--- config.mk ---
export PLATFORM = sky130hd
export DESIGN_NAME = seq_param_unrotator
export DESIGN_NICKNAME = d
export VERILOG_FILES = /design/src/rtl/seq_param_unrotator.sv
export SDC_FILE = /design/constraint.sdc
export NUM_CORES = 1
export LEC_CHECK = 0
export ABC_AREA = 1
export BUFFER_PORTS_ARGS = -buffer_cell sky130_fd_sc_hd__buf_2
export CAP_MARGIN = 20
export CELL_PAD_IN_SITES_DETAIL_PLACEMENT = 0
export CELL_PAD_IN_SITES_GLOBAL_PLACEMENT = 1
export CORE_MARGIN = 3
export CORE_UTILIZATION = 34
export DETAILED_ROUTE_END_ITERATION = 7
export GPL_ROUTABILITY_DRIVEN = 0
export HOLD_SLACK_MARGIN = 0.03
export PLACE_DENSITY = 0.84
export SYNTH_ARGS = -nofsm -noshare
export SYNTH_HDL_FRONTEND = slang
export SYNTH_SLANG_ARGS = --single-unit
--- constraint.sdc ---
create_clock -name clk -period 1.4 [get_ports clk]
set_input_delay 0.35 -clock clk [delete_from_list [all_inputs] [get_ports clk]]
set_output_delay 0.35 -clock clk [all_outputs]
set_load 0.005 [all_outputs]
--- src/rtl/seq_param_unrotator.sv ---
// Iterative inverse rotator: undoes a rotation of amt positions in direction op
// by rotating the held word one bit per cycle the opposite way.
module seq_param_unrotator #(
  parameter int nbits = 8
) (
  input  logic                     clk,
  input  logic                     reset,
  input  logic                     in_val,
  output logic                     in_rdy,
  input  logic [nbits-1:0]         in_,
  input  logic [$clog2(nbits)-1:0] amt,
  input  logic                     op,
  output logic                     out_val,
  input  logic                     out_rdy,
  output logic [nbits-1:0]         out,
  output logic [1:0]               state_dbg
);

  localparam int aw = $clog2(nbits);

  typedef enum logic [1:0] {
    IDLE = 2'd0,
    CALC = 2'd1,
    DONE = 2'd2
  } state_t;

  state_t           state, state_nxt;
  logic [nbits-1:0] data, data_nxt;
  logic [aw-1:0]    cnt, cnt_nxt;
  logic             dir, dir_nxt;

  // Handshakes: a transfer happens on a rising edge where valid and ready are
  // both high; in_rdy and out_val depend on state only, never on in_val/out_rdy.
  always_ff @(posedge clk or posedge reset) begin
    if (reset) begin
      state <= IDLE;
      data  <= '0;
      cnt   <= '0;
      dir   <= 1'b0;
    end else begin
      state <= state_nxt;
      data  <= data_nxt;
      cnt   <= cnt_nxt;
      dir   <= dir_nxt;
    end
  end

  always_comb begin
    state_nxt = state;
    data_nxt  = data;
    cnt_nxt   = cnt;
    dir_nxt   = dir;
    case (state)
      IDLE: begin
        if (in_val) begin
          data_nxt  = in_;
          cnt_nxt   = amt;
          dir_nxt   = op;
          state_nxt = (amt == '0) ? DONE : CALC;
        end
      end
      CALC: begin
        // Undo a left rotation by rotating right, and vice versa.
        if (!dir) data_nxt = {data[0], data[nbits-1:1]};
        else      data_nxt = {data[nbits-2:0], data[nbits-1]};
        cnt_nxt = cnt - 1'b1;
        if (cnt == {{(aw-1){1'b0}}, 1'b1}) state_nxt = DONE;
      end
      DONE: begin
        if (out_rdy) state_nxt = IDLE;
      end
      default: state_nxt = IDLE;
    endcase
  end

  assign in_rdy    = (state == IDLE);
  assign out_val   = (state == DONE);
  assign out       = data;
  assign state_dbg = state;

endmodule

==> results by stage <==
Floorplan:
- The total core area is 2540 µm².
- The die is 58.4 µm wide.
- The initial core utilization is 36.6%.
- 28 I/O pins were placed.
- In this run the vertical extent of the chip is 58.4 µm.
- The die covers 3410 µm².
- In this run the core area contains 18 standard-cell rows.

Finish:
- The number of inserted diodes is 0.
- The post-route netlist has 27.4% of its cells at a drive strength greater than 1.
- The number of fillers in the final layout is 280.
- From synthesis to final layout, the design area changed by 29.8%.
- The final layout net count is 198.

Routing:
- The count of antenna-violating nets left after detailed routing is 0.
- The count of unresolved DRC violations after routing is 0.
- The routed design has 2.19 mm of wire.
- The total number of vias is 949.
- The first routing iteration left 14 violations.
- Before antenna repair, the detailed router went through 4 iterations.
- The per-cell routed wire length is 10.5 µm.
- After detailed routing, the number of vias per cell comes to 4.54.

Power and ir drop:
- The internal power consumption is 0.00149 W.
- VDD sags by at most 1290 µV.
- The reported net switching power is 0.00118 W.
- Of the total power, the clock network draws 11.5%.
- The leakage component of the power is 0.715 nW.
- The total power is 0.00267 W.
- Of the total power, combinational logic draws 60.2%.
- For this design the ratio of total power to cell area is 2210 nW/µm².
- Sequential cells account for 28.4% of the total power.
- The switching fraction of total power is 44.1%.

GRT:
- The overall global routing resource usage is 13.6%.
- The global-route wire length before repair is 3.57 mm.
- The number of global-route vias before repair is 887.
- The number of antenna violations at the first check in global routing was 0.
- The largest net degree at the start of global routing is 15.
- The remaining global-route overflow is 0.

Synthesis:
- The number of nets in the synthesized netlist is 158.
- The fraction of synthesized cell area taken by the top area cell type is 37.6%.
- By area the synthesized netlist is led by sky130_fd_sc_hd__dfrtp_1 (38%), sky130_fd_sc_hd__nand2_1 (15%), sky130_fd_sc_hd__inv_1 (12%).
- The total of flip-flops plus latches after synthesis is 14.
- After synthesis, the mean cell area works out to 6.66 µm².
- In the synthesized netlist, the number of instances is 140.
- The sequential share of the synthesized area is 37.6%.
- The synthesized netlist occupies a cell area of 932 µm².
- The number of warning messages in the yosys log is 0.
- The number of library cell types mapped by synthesis is 17.
- The cell accounting for the most synthesized area is sky130_fd_sc_hd__dfrtp_1.

Critical path:
- The critical path goes through nor2_4, buf_2.
- Counting both buffers and inverters, the worst setup path holds a total of 1.
- The type of element capturing the critical path is an output port.
- STA classifies the critical path startpoint as a register.
- The worst stage delay on the critical path is 0.46 ns.
- Data on the critical path is required at its endpoint by 1.05 ns.
- The data arrival time of the worst path is 0.98 ns.
- The slowest cell on the critical path is sky130_fd_sc_hd__dfrtp_2.
- The kind of cell adding the most delay to the critical path is flip-flops.
- The highest net fanout along the worst path is 5.
- The type of the setup path with the least slack is register to output port.

Timing:
- The achievable clock frequency is 751 MHz.
- The worst clock skew on the final layout is 0.00112 ns.
- The fraction of the cycle the final worst path needs is 95.1%.
- The number of max-slew violations in the final report is 0.
- The actual transition at the worst max-transition pin is 0.228 ns.
- Setup violations remaining at the end of the flow were counted as 0.
- Summed over all failing endpoints, the final setup total negative slack is 0 ns.
- Setup repair after global routing left no endpoint under its margin.
- In this run the tightest slew margin relative to its limit is 84.8%.
- The post-route minimum period is 1.33 ns.
- The number of hold violations in the final report was 0.

Placed design:
- The number of buffers inserted by port buffering is 27.
- Detailed placement ended at an HPWL of 1.65 mm.

Outcome:
- The flow ran to the end, and the final reports show no timing, DRC or antenna violations.

Run:
- Across the run, the number of max-cap violations was 0.

Clocking:
- CTS saw 14 sinks.
- The later pin in the worst-skew pair is clocked with a latency of 0.28 ns.
- The CTS tree is built.
- The clock slew seen by the registers of the worst setup and hold paths is 0.10 ns.
- The count of hold buffers inserted by post-cts repair is 0.
- CTS built an H-tree with a depth of 1.
- The root buffer cell chosen for the clock tree is sky130_fd_sc_hd__clkbuf_4.
- The number of buffers on the longest clock path is 2.
- Counting the buffers created by CTS gives 3.

Hold path:
- The path category of the worst min-delay check is primary input to asynchronous set/reset pin.
==> power groups by stage <==
| stage | Sequential (W) | Combinational (W) | Clock (W) |
|---|---|---|---|
| after floorplan | 0.000753 | 0.00103 | 0 |
| after global placement | 0.000746 | 0.00146 | 0 |
| after detailed placement | 0.000761 | 0.00150 | 0 |
| after CTS | 0.000768 | 0.00157 | 0.000319 |
| after global routing | 0.000782 | 0.00184 | 0.000346 |
| final | 0.000758 | 0.00161 | 0.000306 |
==> Yosys cell counts, drive strengths merged <==
| cell type | instances |
|---|---|
| a21boi | 8 |
| a21oi | 1 |
| and2 | 1 |
| buf | 3 |
| dfrtp | 14 |
| ha | 2 |
| inv | 31 |
| nand2 | 38 |
| nand3 | 13 |
| nor2 | 21 |
| o211ai | 1 |
| o21ai | 6 |
| o21bai | 1 |
==> layout by cell type, fill, tap and decap left out <==
| master | count |
|---|---|
| sky130_fd_sc_hd__nor2_4 | 2 |
| sky130_fd_sc_hd__o21bai_1 | 1 |
| sky130_fd_sc_hd__nor2_1 | 18 |
| sky130_fd_sc_hd__clkbuf_4 | 3 |
| sky130_fd_sc_hd__o21ai_2 | 1 |
| sky130_fd_sc_hd__inv_2 | 1 |
| sky130_fd_sc_hd__a21boi_1 | 8 |
| sky130_fd_sc_hd__ha_1 | 2 |
| sky130_fd_sc_hd__clkbuf_8 | 1 |
| sky130_fd_sc_hd__and2_1 | 1 |
| sky130_fd_sc_hd__o211ai_1 | 1 |
| sky130_fd_sc_hd__inv_1 | 30 |
| sky130_fd_sc_hd__nand2_1 | 38 |
| sky130_fd_sc_hd__a21oi_1 | 1 |
| sky130_fd_sc_hd__buf_2 | 27 |
| sky130_fd_sc_hd__dfrtp_2 | 2 |
| sky130_fd_sc_hd__o21ai_0 | 5 |
| sky130_fd_sc_hd__buf_4 | 11 |
| sky130_fd_sc_hd__dfrtp_1 | 12 |
| sky130_fd_sc_hd__nand3_1 | 13 |
| sky130_fd_sc_hd__nor2_2 | 1 |
==> tightest hold or removal path, cell delays in order <==
cell	delay (ns)
sky130_fd_sc_hd__buf_2	0.10
sky130_fd_sc_hd__inv_1	0.04
sky130_fd_sc_hd__buf_4	0.22
==> layer usage <==
layer	vias up	wire length (µm)	track usage, %
li1	501	-	-
met2	20	1090	23.4
met5	-	0	0
met4	0	12	5.96
met1	426	958	15.9
met3	2	130	3.29
==> flip-flops by register name, summed over array words and instances (netlist names) <==
register	cells
dir	1
out	8
cnt	3
state_dbg	2
==> area by class of cell <==
cell class | count | area, µm² | share of cell area [%]
multi-input combinational | 92 | 449 | 37.1
tap | 30 | 37.5 | 3.10
timing repair buffer | 38 | 218 | 18.0
clock buffer | 4 | 36.3 | 3.00
sequential | 14 | 353 | 29.2
inverter | 31 | 116 | 9.62
==> logic make-up (layout without fill, tap and decap cells) <==
group	Yosys count	after routing	share of synthesized area [%]
fa+ha+maj	2	2	2.68
flops	14	14	37.6
simple gates	73	73	32.2
compound gates	17	17	12.2
buf+inv	34	73	15.3
==> path summary, 6_finish.rpt <==
check | startpoint | end | slack [ns] | cells past startpoint
setup / recovery | state_dbg[0]$_DFFE_PP0P_ | in_rdy | 0.07 | 2
hold / removal | reset | cnt[2]$_DFFE_PP0P_ | 0.05 | 3
setup reg to reg | state_dbg[0]$_DFFE_PP0P_ | out[4]$_DFFE_PP0P_ | 0.14 | 5
hold reg to reg | cnt[1]$_DFFE_PP0P_ | cnt[1]$_DFFE_PP0P_ | 0.57 | 2
max in group asynchronous | reset | state_dbg[1]$_DFFE_PP0P_ | 1.16 | 3
min in group clk | op | dir$_DFFE_PP0P_ | 0.31 | 3
==> what timing repair did <==
item | 4_1_cts | 5_1_grt
gates resized for setup | 4 | 1
pin swaps | 1 | 0
setup buffers | 2 | 3
endpoints found under the setup margin | 1 | 2
==> metrics by stage <==
stage / hold slack, ns / cells / setup WS (ns) / util, % / cell area [µm²]
3_5_place_dp: 0.366 / 200 / 0.177 / 44.1 / 1120
6_report: 0.0476 / 209 / 0.0689 / 47.5 / 1210
2_1_floorplan: 0.239 / 140 / 0.253 / - / 932
3_3_place_gp: 0.361 / 200 / 0.208 / 44.1 / 1120
4_1_cts: 0.0437 / 206 / 0.0241 / 46.6 / 1180
5_1_grt: 0.0532 / 209 / 0.00269 / 47.5 / 1210
Note: power is estimated with default switching activity, not from simulation.
